===== src/rtl/load_store_unit_if.sv =====
// Data-memory bus between the load/store unit (master) and the data memory (slave).
// Request side: req/we/addr/wdata/be stay stable while req is high; the slave answers with ack/rdata.
// Backpressure: the slave may delay ack indefinitely; the master holds its request until ack arrives.
interface load_store_unit_if;
  logic        mem_req;
  logic        mem_we;
  logic [31:0] mem_addr;
  logic [31:0] mem_wdata;
  logic [3:0]  mem_be;
  logic        mem_ack;
  logic [31:0] mem_rdata;

  modport master (
    output mem_req,
    output mem_we,
    output mem_addr,
    output mem_wdata,
    output mem_be,
    input  mem_ack,
    input  mem_rdata
  );

  modport slave (
    input  mem_req,
    input  mem_we,
    input  mem_addr,
    input  mem_wdata,
    input  mem_be,
    output mem_ack,
    output mem_rdata
  );
endinterface


===== src/rtl/load_store_unit.sv =====
// Load/store unit: turns EX/MEM word/halfword loads and stores into single data-memory bus accesses.
// Latency: 3 cycles request-to-DONE with a zero-wait ack, +1 per ack wait cycle; 255-cycle ack timeout.
// Backpressure: stall freezes the pipeline until DONE; optional MISALIGN_TRAP_EN traps misaligned accesses.
module load_store_unit (
  input  logic              clk,
  input  logic              reset,
  input  logic              ctrl_memRead_ex_mem,
  input  logic              ctrl_memWrite_ex_mem,
  input  logic [1:0]        ctrl_halfword_signed_ex_mem,
  input  logic [31:0]       mem_address,
  input  logic [31:0]       write_data_into_mem,
  output logic              stall,
  output logic [31:0]       read_data_from_mem,
  output logic              load_done,
  output logic              align_fault,
  output logic              bus_err,
  load_store_unit_if.master mem
);

  typedef enum logic [1:0] {IDLE, REQ, DONE} state_t;

  state_t      state_q, state_d;
  logic        run_q;        // low during reset and its first clock, keeps stall low while reset is held
  logic        access;
  logic        is_half;
  logic        misaligned;
  logic        start;        // access accepted this cycle (goes to REQ or traps)
  logic        timeout;
  logic [7:0]  wait_cnt_q;
  logic        mem_we_q;
  logic [31:0] mem_addr_q;
  logic [31:0] mem_wdata_q;
  logic [3:0]  mem_be_q;
  logic        is_load_q;
  logic        half_q;
  logic        signed_q;
  logic        hi_q;
  logic        ok_q;         // last access finished with an ack
  logic [15:0] lane;
  logic [31:0] load_ext;

  assign access  = ctrl_memRead_ex_mem | ctrl_memWrite_ex_mem;
  assign is_half = ctrl_halfword_signed_ex_mem[1];
  assign start   = (state_q == IDLE) && run_q && access;

`ifdef MISALIGN_TRAP_EN
  assign misaligned = is_half ? mem_address[0] : (mem_address[1:0] != 2'b00);
`else
  // Low address bits are dropped; bit 0 has no use in this build.
  logic unused_addr_bit;
  assign unused_addr_bit = &{1'b0, mem_address[0]};
  assign misaligned      = 1'b0;
`endif

  // Halfword lane selection and sign/zero extension of the returned word.
  assign lane     = hi_q ? mem.mem_rdata[31:16] : mem.mem_rdata[15:0];
  assign load_ext = half_q ? (signed_q ? {{16{lane[15]}}, lane} : {16'h0000, lane})
                           : mem.mem_rdata;

  assign mem.mem_req   = (state_q == REQ);
  assign mem.mem_we    = mem_we_q;
  assign mem.mem_addr  = mem_addr_q;
  assign mem.mem_wdata = mem_wdata_q;
  assign mem.mem_be    = mem_be_q;
  assign load_done     = (state_q == DONE) && is_load_q && ok_q;

  // Next-state, stall and timeout decode.
  always_comb begin
    state_d = state_q;
    stall   = 1'b0;
    timeout = 1'b0;
    case (state_q)
      IDLE: begin
        if (run_q && access) begin
          stall   = 1'b1;
          state_d = misaligned ? DONE : REQ;
        end
      end
      REQ: begin
        stall = 1'b1;
        if (mem.mem_ack) begin
          state_d = DONE;
        end else if (wait_cnt_q == 8'd254) begin
          timeout = 1'b1;
          state_d = DONE;
        end
      end
      DONE:    state_d = IDLE;
      default: state_d = IDLE;
    endcase
  end

  // State register and post-reset run flag.
  always_ff @(posedge clk or negedge reset) begin
    if (!reset) begin
      state_q <= IDLE;
      run_q   <= 1'b0;
    end else begin
      state_q <= state_d;
      run_q   <= 1'b1;
    end
  end

  // Latch the bus request when an aligned access leaves IDLE; held stable through REQ.
  always_ff @(posedge clk or negedge reset) begin
    if (!reset) begin
      mem_we_q    <= 1'b0;
      mem_addr_q  <= 32'h0;
      mem_wdata_q <= 32'h0;
      mem_be_q    <= 4'h0;
      half_q      <= 1'b0;
      signed_q    <= 1'b0;
      hi_q        <= 1'b0;
    end else if (start && !misaligned) begin
      mem_we_q    <= ctrl_memWrite_ex_mem;
      mem_addr_q  <= {mem_address[31:2], 2'b00};
      mem_be_q    <= is_half ? (mem_address[1] ? 4'b1100 : 4'b0011) : 4'b1111;
      mem_wdata_q <= is_half ? (mem_address[1] ? {write_data_into_mem[15:0], 16'h0000}
                                               : {16'h0000, write_data_into_mem[15:0]})
                             : write_data_into_mem;
      half_q      <= is_half;
      signed_q    <= ctrl_halfword_signed_ex_mem[0];
      hi_q        <= mem_address[1];
    end
  end

  // Track load-vs-store and whether the access completed with an ack (gates load_done).
  always_ff @(posedge clk or negedge reset) begin
    if (!reset) begin
      is_load_q <= 1'b0;
      ok_q      <= 1'b0;
    end else if (start) begin
      is_load_q <= !ctrl_memWrite_ex_mem;
      ok_q      <= 1'b0;
    end else if ((state_q == REQ) && mem.mem_ack) begin
      ok_q      <= 1'b1;
    end
  end

  // Ack wait counter: cleared on entering REQ, counts REQ cycles without ack.
  always_ff @(posedge clk or negedge reset) begin
    if (!reset) begin
      wait_cnt_q <= 8'h00;
    end else if (start) begin
      wait_cnt_q <= 8'h00;
    end else if ((state_q == REQ) && !mem.mem_ack) begin
      wait_cnt_q <= wait_cnt_q + 8'd1;
    end
  end

  // Load result: updated only when a load is acked, otherwise holds.
  always_ff @(posedge clk or negedge reset) begin
    if (!reset) begin
      read_data_from_mem <= 32'h0;
    end else if ((state_q == REQ) && mem.mem_ack && is_load_q) begin
      read_data_from_mem <= load_ext;
    end
  end

  // Sticky bus error on ack timeout.
  always_ff @(posedge clk or negedge reset) begin
    if (!reset) begin
      bus_err <= 1'b0;
    end else if (timeout) begin
      bus_err <= 1'b1;
    end
  end

`ifdef MISALIGN_TRAP_EN
  // Sticky alignment fault when a misaligned access is trapped.
  always_ff @(posedge clk or negedge reset) begin
    if (!reset) begin
      align_fault <= 1'b0;
    end else if (start && misaligned) begin
      align_fault <= 1'b1;
    end
  end
`else
  assign align_fault = 1'b0;
`endif

endmodule


===== src/flat_wrapper.sv =====
// flat-port wrapper written by rule: the top's interface ports become plain ports
module load_store_unit_flat 
  (clk, reset, ctrl_memRead_ex_mem, ctrl_memWrite_ex_mem, ctrl_halfword_signed_ex_mem, mem_address, write_data_into_mem, stall, read_data_from_mem, load_done, align_fault, bus_err, mem_mem_req, mem_mem_we, mem_mem_addr, mem_mem_wdata, mem_mem_be, mem_mem_ack, mem_mem_rdata);
  load_store_unit_if mem_i ();
  input  logic clk;
  input  logic reset;
  input  logic ctrl_memRead_ex_mem;
  input  logic ctrl_memWrite_ex_mem;
  input  logic [1:0] ctrl_halfword_signed_ex_mem;
  input  logic [31:0] mem_address;
  input  logic [31:0] write_data_into_mem;
  output logic stall;
  output logic [31:0] read_data_from_mem;
  output logic load_done;
  output logic align_fault;
  output logic bus_err;
  output wire logic [$bits(mem_i.mem_req)-1:0] mem_mem_req;
  output wire logic [$bits(mem_i.mem_we)-1:0] mem_mem_we;
  output wire logic [$bits(mem_i.mem_addr)-1:0] mem_mem_addr;
  output wire logic [$bits(mem_i.mem_wdata)-1:0] mem_mem_wdata;
  output wire logic [$bits(mem_i.mem_be)-1:0] mem_mem_be;
  input wire logic [$bits(mem_i.mem_ack)-1:0] mem_mem_ack;
  input wire logic [$bits(mem_i.mem_rdata)-1:0] mem_mem_rdata;
  assign mem_mem_req = mem_i.mem_req;
  assign mem_mem_we = mem_i.mem_we;
  assign mem_mem_addr = mem_i.mem_addr;
  assign mem_mem_wdata = mem_i.mem_wdata;
  assign mem_mem_be = mem_i.mem_be;
  assign mem_i.mem_ack = mem_mem_ack;
  assign mem_i.mem_rdata = mem_mem_rdata;
  load_store_unit u_core (.clk(clk), .reset(reset), .ctrl_memRead_ex_mem(ctrl_memRead_ex_mem), .ctrl_memWrite_ex_mem(ctrl_memWrite_ex_mem), .ctrl_halfword_signed_ex_mem(ctrl_halfword_signed_ex_mem), .mem_address(mem_address), .write_data_into_mem(write_data_into_mem), .stall(stall), .read_data_from_mem(read_data_from_mem), .load_done(load_done), .align_fault(align_fault), .bus_err(bus_err), .mem(mem_i));
endmodule

===== config.mk =====
export PLATFORM = sky130hd
export DESIGN_NAME = load_store_unit_flat
export DESIGN_NICKNAME = d
export VERILOG_FILES = /design/src/rtl/load_store_unit_if.sv /design/src/rtl/load_store_unit.sv /design/src/flat_wrapper.sv
export SDC_FILE = /design/constraint.sdc
export NUM_CORES = 1
export LEC_CHECK = 0
export ABC_AREA = 1
export CAP_MARGIN = 20
export CORE_MARGIN = 2
export CORE_UTILIZATION = 40
export CTS_BUF_LIST = sky130_fd_sc_hd__clkbuf_8
export CTS_CLUSTER_DIAMETER = 150
export CTS_CLUSTER_SIZE = 25
export DETAILED_ROUTE_END_ITERATION = 12
export PLACE_DENSITY = 0.81
export SETUP_SLACK_MARGIN = 0.15
export SLEW_MARGIN = 10
export SYNTH_ARGS = -nofsm -noshare
export SYNTH_HDL_FRONTEND = slang
export SYNTH_SLANG_ARGS = --single-unit

===== constraint.sdc =====
create_clock -name clk -period 1.45 [get_ports clk]
set_clock_uncertainty 0.2 [all_clocks]
set_input_delay 0.29 -clock clk [delete_from_list [all_inputs] [get_ports clk]]
set_output_delay 0.29 -clock clk [all_outputs]
set_load 0.01 [all_outputs]

# Yosys cells after proc, flatten, opt, wreduce, memory -nomap -nowiden
# Index checks and enable logic that the tools add are counted.
[classes] add_sub_neg=1 eq_ne=5 mux=20 n_bitwise=1 reduce_logical=14
[op_table] operator="two-way mux 32 bit" count=4
[op_table] operator="two-way mux 16 bit" count=1
[op_table] operator="two-way mux 8 bit" count=2
[op_table] operator="adder 8 x 1 -> 8 bit, second input constant" count=1
[op_table] operator="== test 8 bit, second input constant" count=1
[op_table] operator="logical AND 1 bit" count=8
[op_table] operator="two-way mux 4 bit" count=2
[op_table] operator="two-way mux 1 bit" count=6
[op_table] operator="two-way mux 2 bit" count=3
[op_table] operator="one-hot mux 2 bit (2 select lines)" count=1
[op_table] operator="nonzero test 2 bit" count=2
[op_table] operator="!= test 3 x 1 -> 1 bit, second input constant" count=1
[op_table] operator="== test 2 x 1 -> 1 bit, second input constant" count=1
[op_table] operator="== test 2 bit, second input constant" count=1
[op_table] operator="logical NOT 1 bit" count=2
[op_table] operator="logical NOT 2 bit" count=1
[op_table] operator="!= test 2 bit, second input constant" count=1
[op_table] operator="one-hot mux 1 bit (2 select lines)" count=1
[op_table] operator="AND reduction 2 bit" count=1
[op_table] operator="bitwise OR 1 bit" count=1
[word_totals] register_bits=116 input_bits=103 output_inout_bits=106 word_cells=55

# Longest topological paths before layout
# Gate-level depths: netlist (run 1).
[logic_depth] depth_word=4 ltp_mapped=8 mapped_depth_nobuf=7

# Worst setup path after synthesis (run 1)
# Ideal clock, no wire load.
[synth_timing] kind="reg-to-output" startpoint="register u_core.state_q[1]" endpoint="output port stall" t_arrival_ns=0.967 required_ns=0.960 slack_ns=-0.007 path_stages_with_launch=5 n_path_buf=1 cell_sequence="dfrtp_1 nor2_1 nand3_2 buf_1 nand2_1"
[synth_via] elab_chain_len=2 elab_cells_between_ends=3 classes_between="eq/ne: 1; mux: 1; reduce/logical: 1"
[synth_rtl] item="start: declaration" line_no="load_store_unit.sv:22" source="state_t state_q, state_d;"
[synth_rtl] item="start signal: assignment" line_no="load_store_unit.sv:99" source="state_q <= state_d;"
[synth_rtl] item="== test 2 x 1 -> 1 bit / logical NOT 2 bit (equally long branches)" line_no="load_store_unit.sv:72" source="case (state_q)"
[synth_rtl] item="one-hot mux 1 bit (2 select lines) *" line_no="load_store_unit.sv:72"
[synth_rtl] item="end: declaration" line_no="flat_wrapper.sv:12" source="output logic stall;"
# Every way passes the cells marked *; elsewhere a longest branch is shown, timed or not.

# Worst setup path in the final report (run 1)
[layout_timing] startpoint="register u_core.state_q[0]" endpoint="register u_core.mem_addr_q[9] (netlist: u_core.mem.mem_addr[9])"
[layout_via] elab_chain_len=3
[layout_rtl] item="logical NOT 2 bit" line_no="load_store_unit.sv:44" source="assign start = (state_q == IDLE) && run_q && access;"
[layout_rtl] item="logical AND 1 bit (2 in series)" line_no="load_store_unit.sv:44"
[layout_rtl] item="end signal: assignment" line_no="load_store_unit.sv:116" source="mem_addr_q <= {mem_address[31:2], 2'b00};"
[layout_rtl] item="end: declaration" line_no="load_store_unit.sv:31" source="logic [31:0] mem_addr_q;"
# Every way passes these cells.
# A chain may end at the register's enable or synchronous reset.

==> impl_results.md, run 1 <==
- Crit path required time: 1.55 ns
- Area of the multi-input gates: 2900 um2
- First-pass GRT wire length: 28.1 mm
- Failing checks: setup timing
- Max Fclk: 0.555 GHz
- PnR Total Power: 0.0162 W
- PortBufs: 204
- CTS tree: yes
- Vias per cell: 5.11
- Max H-tree Level: 4
- Routed vias: 5862
- DRT antenna net count: 0
- TritonCTS buffer count: 17
- Clock root cell: clkbuf_8
- Initial antenna violation count: 0
- Synth unique cells: 29
- RSZ-0062 raised after global routing: true
- Final slew viol count: 0
- CP Class: reg2reg
- # IOs: 209
- Area grow syn2layout: 104%
- Worst setup EP type: flop
- Clock sink total: 114
- Largest cells by area after synthesis: dfrtp_1, nand2_1, o21ai_0, inv_1, o31ai_1
- Count of final hold-check violations: 0
- Crit path arrival time: 1.91 ns
- Tmin final: 1.80 ns
- Setup TNS: -26.34 ns
- Crit Path Max Fanout: 7
- Die width: 117 um
- DR WL/cell: 19.0 um
- Remaining Overflow, GRT: 0
- Place WS: -0.542 ns
- Max_cap viols: 0
- Min-delay worst type: in2async
- Clock Tree Buf Depth: 2
- Peak supply drop: 854 uV
- Share of the synthesized area in the top cell type: 56.3%
- Die H: 117 um
- Final period util: 124%
- Clk pin slew, worst setup/hold paths: 0.08 ns
- Post-synthesis sequential area ratio: 56.3%
- Register area: 2860 um2
- Sequential Power Share: 30.9%
- Final core occ: 82.4%
- Core ar.: 12500 um2
- P_sw: 0.00590 W
- Post-Syn Area: 5070 um2
- Final WS setup: -0.352 ns
- Cells after Synth: 611
- Leakage: 5.31 nW
- Final nets: 1068
- Fraction of layout cells with a size suffix above 1: 53.3%
- Final wirelength: 21.8 mm
- Pwr/cell area: 1570 nW/um2
- Combinational share of power: 49.9%
- First-pass iteration count of the detailed router: 5
- Synthesized area per cell: 8.29 um2
- DIE AREA: 13600 um2
- Number of global-route vias before repair: 5501
- Fill cells: 703
- Pin count of the biggest net entering global routing: 68
- Clk Latency, worst-skew pair: 0.42 ns
- # diodes: 0
- Critical Path Source Type: flop
- Yosys warnings: 0
- Final GP Congestion: 0.816
- DRC Markers: 0
- Switching Fraction: 36.3%
- Starting density of the core: 40.5%
- Detailed Route Iter0 Violations: 440
- Clock power frac: 19.2%
- # rows: 41
- P_int: 0.0103 W
- GRT Overall Usage: 27.3%
- FF+latch count, synth: 114
- Hpwl dp: 10.0 mm
- Status: complete, but fails checks
- Area leader, netlist: dfrtp_1
- Final setup viols: 148
final timing paths:
path                                   startpoint                            to  slack, ns  cells after the start
worst max-delay path            u_core.state_q[0]        u_core.mem.mem_addr[9]      -0.35                     10
min in group clk                  mem_address[13]       u_core.mem.mem_addr[13]       0.21                      3
worst min-delay path                        reset  u_core.read_data_from_mem[3]       0.20                      3
worst min register to register     u_core.bus_err                u_core.bus_err       0.28                      1
worst max register to register  u_core.state_q[0]        u_core.mem.mem_addr[9]      -0.35                     10
max in group asynchronous                   reset        u_core.mem.mem_addr[2]       0.49                      3
cells by family (layout without fill, tap and decap cells):
kind of cell,after synthesis,count (layout),share of synthesized area [%]
and+or+nand+nor,346,348,26.7
DFF,114,114,56.3
AOI/OAI and AO/OA,77,77,9.31
buffers and inverters,69,430,6.91
adders and majority gates,2,2,0.494
other,2,4,0.148
xor gates and xnor gates,1,1,0.173
cell usage in the layout (no fill, tap or decap), types with 3 or more instances in the layout:
master           instances
nor2_4                   5
inv_1                   30
a21oi_1                 17
buf_6                   61
nand2_2                115
o21ai_2                 20
buf_2                   60
nand3_1                  3
nand2_1                138
clkinvlp_4               3
nor2_1                  22
nor2_2                   3
o31ai_4                 11
clkbuf_8                19
o21ai_0                 17
nand2_8                  5
buf_4                   92
nand3_2                  4
buf_12                  21
dfrtp_1                112
conb_1                   4
bufinv_16                3
o31ai_2                  3
inv_12                   3
nand2_4                 47
clkinv_2                 4
buf_8                    6
clkdlybuf4s50_1        100
buf_16                  18
metal layers:
metal	global-route usage, %	part of all wire (%)	routed length [um]	vias up
li1	-	-	-	2622
met1	32.7	37	8070	2857
met2	47.2	52	11300	319
met3	7.99	7.6	1650	64
met4	9.10	3.4	735	0
met5	0	0	0	-
worst max-delay path, stage by stage, from the launching register on:
cell	delay [ns]
dfrtp_1	0.41
buf_6	0.14
inv_6	0.06
nand3_4	0.06
buf_6	0.12
buf_12	0.14
buf_12	0.15
buf_12	0.12
buf_16	0.14
nand2_2	0.06
nand2_1	0.07
registers in the layout (all words and copies together) (netlist names):
register and count:
u_core.mem.mem_addr 30, u_core.mem.mem_be 2, u_core.signed_q 1, u_core.hi_q 1
u_core.mem.mem_we 1, u_core.half_q 1, u_core.read_data_from_mem 32, u_core.mem.mem_wdata 32
u_core.state_q 2, u_core.wait_cnt_q 8, u_core.is_load_q 1, u_core.bus_err 1
u_core.run_q 1, u_core.ok_q 1
Yosys cell counts:
library cell,number
a22oi_1,1
nand2_1,302
nand2_2,1
dfrtp_1,114
nand4_1,2
clkinv_1,2
buf_6,4
inv_1,30
nor2_1,28
xnor2_1,1
o31ai_1,15
clkbuf_1,4
inv_2,3
nor2_4,2
a21oi_1,18
o21ai_0,29
o22ai_1,1
conb_1,2
o21bai_1,2
buf_2,13
o21a_1,1
buf_4,12
nor3_1,1
buf_1,1
o21ai_2,10
nand3_1,6
nand3_2,3
nor4_1,1
ha_1,2
timing repair:
| action | in CTS | in global routing |
|---|---|---|
| pin swaps | 74 | 46 |
| gates resized for setup | 670 | 153 |
| hold buffers | 1 | 0 |
| endpoints found under the setup margin | 215 | 216 |
| buffers inserted | 42 | 55 |
| hold endpoints to repair | 114 | 0 |
| gates cloned | 20 | 2 |
cell type report:
type                            instances  share of cell area (%)
Timing Repair inverter                  2                   0.267
Tap cell                              172                    2.09
Inverter                               35                    1.61
Clock buffer                           19                    2.54
Timing Repair Buffer                  361                    36.3
Clock inverter                         13                    1.39
Sequential cell                       114                    27.7
Multi-Input combinational cell        432                    28.1
per-stage QoR:
step                std cells  cell area [um2]  hold WS (ns)
floorplan                 613             5130        -0.206
global placement          996             7580         0.109
detailed placement        996             7580         0.107
CTS                      1091             9230         0.187
global route             1148            10300         0.214
finish                   1148            10300         0.197
power by group through the flow:
| stage | registers, W | logic (W) | clock network, W |
|---|---|---|---|
| 2_1_floorplan | 0.00526 | 0.00168 | 0 |
| 3_3_place_gp | 0.00485 | 0.00499 | 0 |
| 3_5_place_dp | 0.00486 | 0.00508 | 0 |
| 4_1_cts | 0.00492 | 0.00620 | 0.00310 |
| 5_1_grt | 0.00511 | 0.00858 | 0.00327 |
| 6_report | 0.00502 | 0.00810 | 0.00311 |
Power figures use the tool's default switching activity.
==> run 2, diff against run 1 <==
Clock period 1.45 ns to 1.5 ns, I/O delays scaled along.
==> impl_results.md, run 2 (same netlist as run 1, synthesis figures left out) <==
- Max_cap viols: 0 (unchanged)
- Pwr/cell area: 1510 nW/um2 (-4.3%)
- First-pass iteration count of the detailed router: 5 (unchanged)
- PortBufs: 204 (unchanged)
- Final setup viols: 115 (-22%)
- Critical Path Source Type: flop
- GRT Overall Usage: 27.0% (-0.23 points)
- Fin Hold WS: 0.133 ns (-0.0639 ns)
- Routed vias: 5546 (-5.4%)
- # rows: 41 (unchanged)
- First-pass GRT wire length: 27.5 mm (-2.1%)
- Initial antenna violation count: 0 (unchanged)
- Tmin final: 1.80 ns
- Clock sink total: 114 (unchanged)
- DRT antenna net count: 0 (unchanged)
- CP Cell Sequence: inv_2 > nor4_2 > buf_2
- Cell with the largest stage delay on the worst path: dfrtp_1
- Crit path arrival time: 1.30 ns (-0.61 ns)
- Die width: 117 um (unchanged)
- Clk pin slew, worst setup/hold paths: 0.07 ns (about the same)
- Switching Fraction: 35.1% (-1.2 points)
- GRT met1 Usage: 30.4% (-2.2 points)
- Max H-tree Level: 4 (unchanged)
- Routing usage on met3: 9.19% (+1.2 points)
- Commonest non-fill, non-tap cell in the layout: nand2_1
- Max Fclk: 0.555 GHz
- Status: complete, but fails checks
- Final GP Congestion: 0.785 (-3.8%)
- Busiest grt layer: met2
- Clk Latency, worst-skew pair: 0.44 ns (+0.02 ns)
- DR WL/cell: 17.4 um (-8.6%)
- Pin count of the biggest net entering global routing: 28 (-59%)
- RSZ-0062 raised after global routing: true
- CP Class: reg2out
- FF-to-FF Start: u_core.state_q[1]
- Min-delay worst type: in2async
- Hpwl dp: 10.3 mm (+3.3%)
- Final nets: 1057 (-1.0%)
- Vias per cell: 4.89 (-4.2%)
- Clock power frac: 18.9% (-0.3 points)
- Sequential Power Share: 33.7% (+2.8 points)
- Final wirelength: 19.7 mm (-9.7%)
- Remaining Overflow, GRT: 0 (unchanged)
- Worst Path Buf+Inv: 2 (-5)
- Starting density of the core: 40.5% (unchanged)
- Fill cells: 885 (+26%)
- P_int: 0.00926 W (-10%)
- Fraction of layout cells with a size suffix above 1: 40.1% (-13 points)
- Die H: 117 um (unchanged)
- CTS tree: yes
- Combinational share of power: 47.4% (-2.5 points)
- M2 GR Usage: 47.4% (+0.19 points)
- Most frequent cells in the layout: nand2_1, dfrtp_1, clkdlybuf4s50_1
- # diodes: 0 (unchanged)
- Area of the multi-input gates: 2250 um2 (-22%)
- Leakage: 4.91 nW (-7.5%)
- Failing checks: setup timing
- Worst setup EP type: output port
- Clock root cell: clkbuf_8
- Final slew viol count: 0 (unchanged)
- Crit Path Max Fanout: 3 (-4)
- Setup TNS: -16.78 ns (+9.56 ns)
- P_sw: 0.00501 W (-15%)
- Number of global-route vias before repair: 5390 (-2.0%)
- Register area: 2850 um2 (about the same)
- Detailed Route Iter0 Violations: 359 (-18%)
- # IOs: 209 (unchanged)
- Crit path max-delay family: flip-flops
- Clock Tree Buf Depth: 2 (unchanged)
- DRC Markers: 0 (unchanged)
- Final period util: 120%
- Final WS setup: -0.302 ns (+0.0508 ns)
- Area grow syn2layout: 86.8%
- Critical path launch point: u_core.state_q[1]
- DIE AREA: 13600 um2 (unchanged)
- TritonCTS buffer count: 17 (unchanged)
- Peak supply drop: 814 uV (-4.7%)
- Core ar.: 12500 um2 (unchanged)
- Count of final hold-check violations: 0 (unchanged)
- CP peak stage delay: 0.38 ns (-0.03 ns)
- Crit path required time: 1.00 ns (-0.55 ns)
==> run 2: cell type report <==
cell class / count / share of cell area [%]
inverters: 35 / 1.60
clock buffers: 22 / 3.20
multi-input cells: 432 / 23.8
repair buffers: 350 / 38.1
flip-flops and latches: 114 / 30.1
clock inverters: 7 / 0.634
well taps: 172 / 2.27
repair inverters: 2 / 0.264
==> run 2: per-layer routing <==
metal  part of all wire, %  up-vias
li1                      -     2595
met1                    38     2662
met2                    54      243
met3                   6.9       46
met4                   1.9        0
met5                     0        -
==> run 2: timing repair <==
item | in CTS | in global routing
endpoints found under the hold margin | 114 | 0
hold buffers | 1 | 0
cloned | 20 | 0
setup buffers | 45 | 46
setup endpoints to repair | 214 | 216
resized for setup | 608 | 30
pin swaps | 34 | 3
==> run 2: final timing paths <==
path	endpoint	slack [ns]	depth (start not counted)
min in group clk	u_core.mem.mem_addr[31]	0.19	3
worst min-delay path	u_core.read_data_from_mem[14]	0.13	2
max in group asynchronous	u_core.read_data_from_mem[24]	0.48	3
worst min register to register	u_core.read_data_from_mem[3]	0.28	2
worst max-delay path	load_done	-0.30	3
worst max register to register	u_core.read_data_from_mem[14]	-0.26	6
==> run 2: power by group through the flow <==
stage          logic, W  registers (W)  clock network [W]
4_1_cts         0.00573        0.00474            0.00272
2_1_floorplan   0.00163        0.00508                  0
5_1_grt         0.00722        0.00490            0.00287
6_report        0.00676        0.00480            0.00270
3_5_place_dp    0.00488        0.00470                  0
3_3_place_gp    0.00480        0.00467                  0
==> run 2: metrics by stage <==
stage	setup slack, ns	instance area (um2)	total power (W)	std cells	util (%)
final	-0.302	9470	0.0143	1134	75.6
after detailed placement	-0.572	7550	0.00958	993	60.3
after global placement	-0.537	7550	0.00947	993	60.3
after global routing	-0.514	9470	0.0150	1134	75.6
after floorplan	0.104	5120	0.00671	613	-
after CTS	-0.312	8960	0.0132	1088	71.6
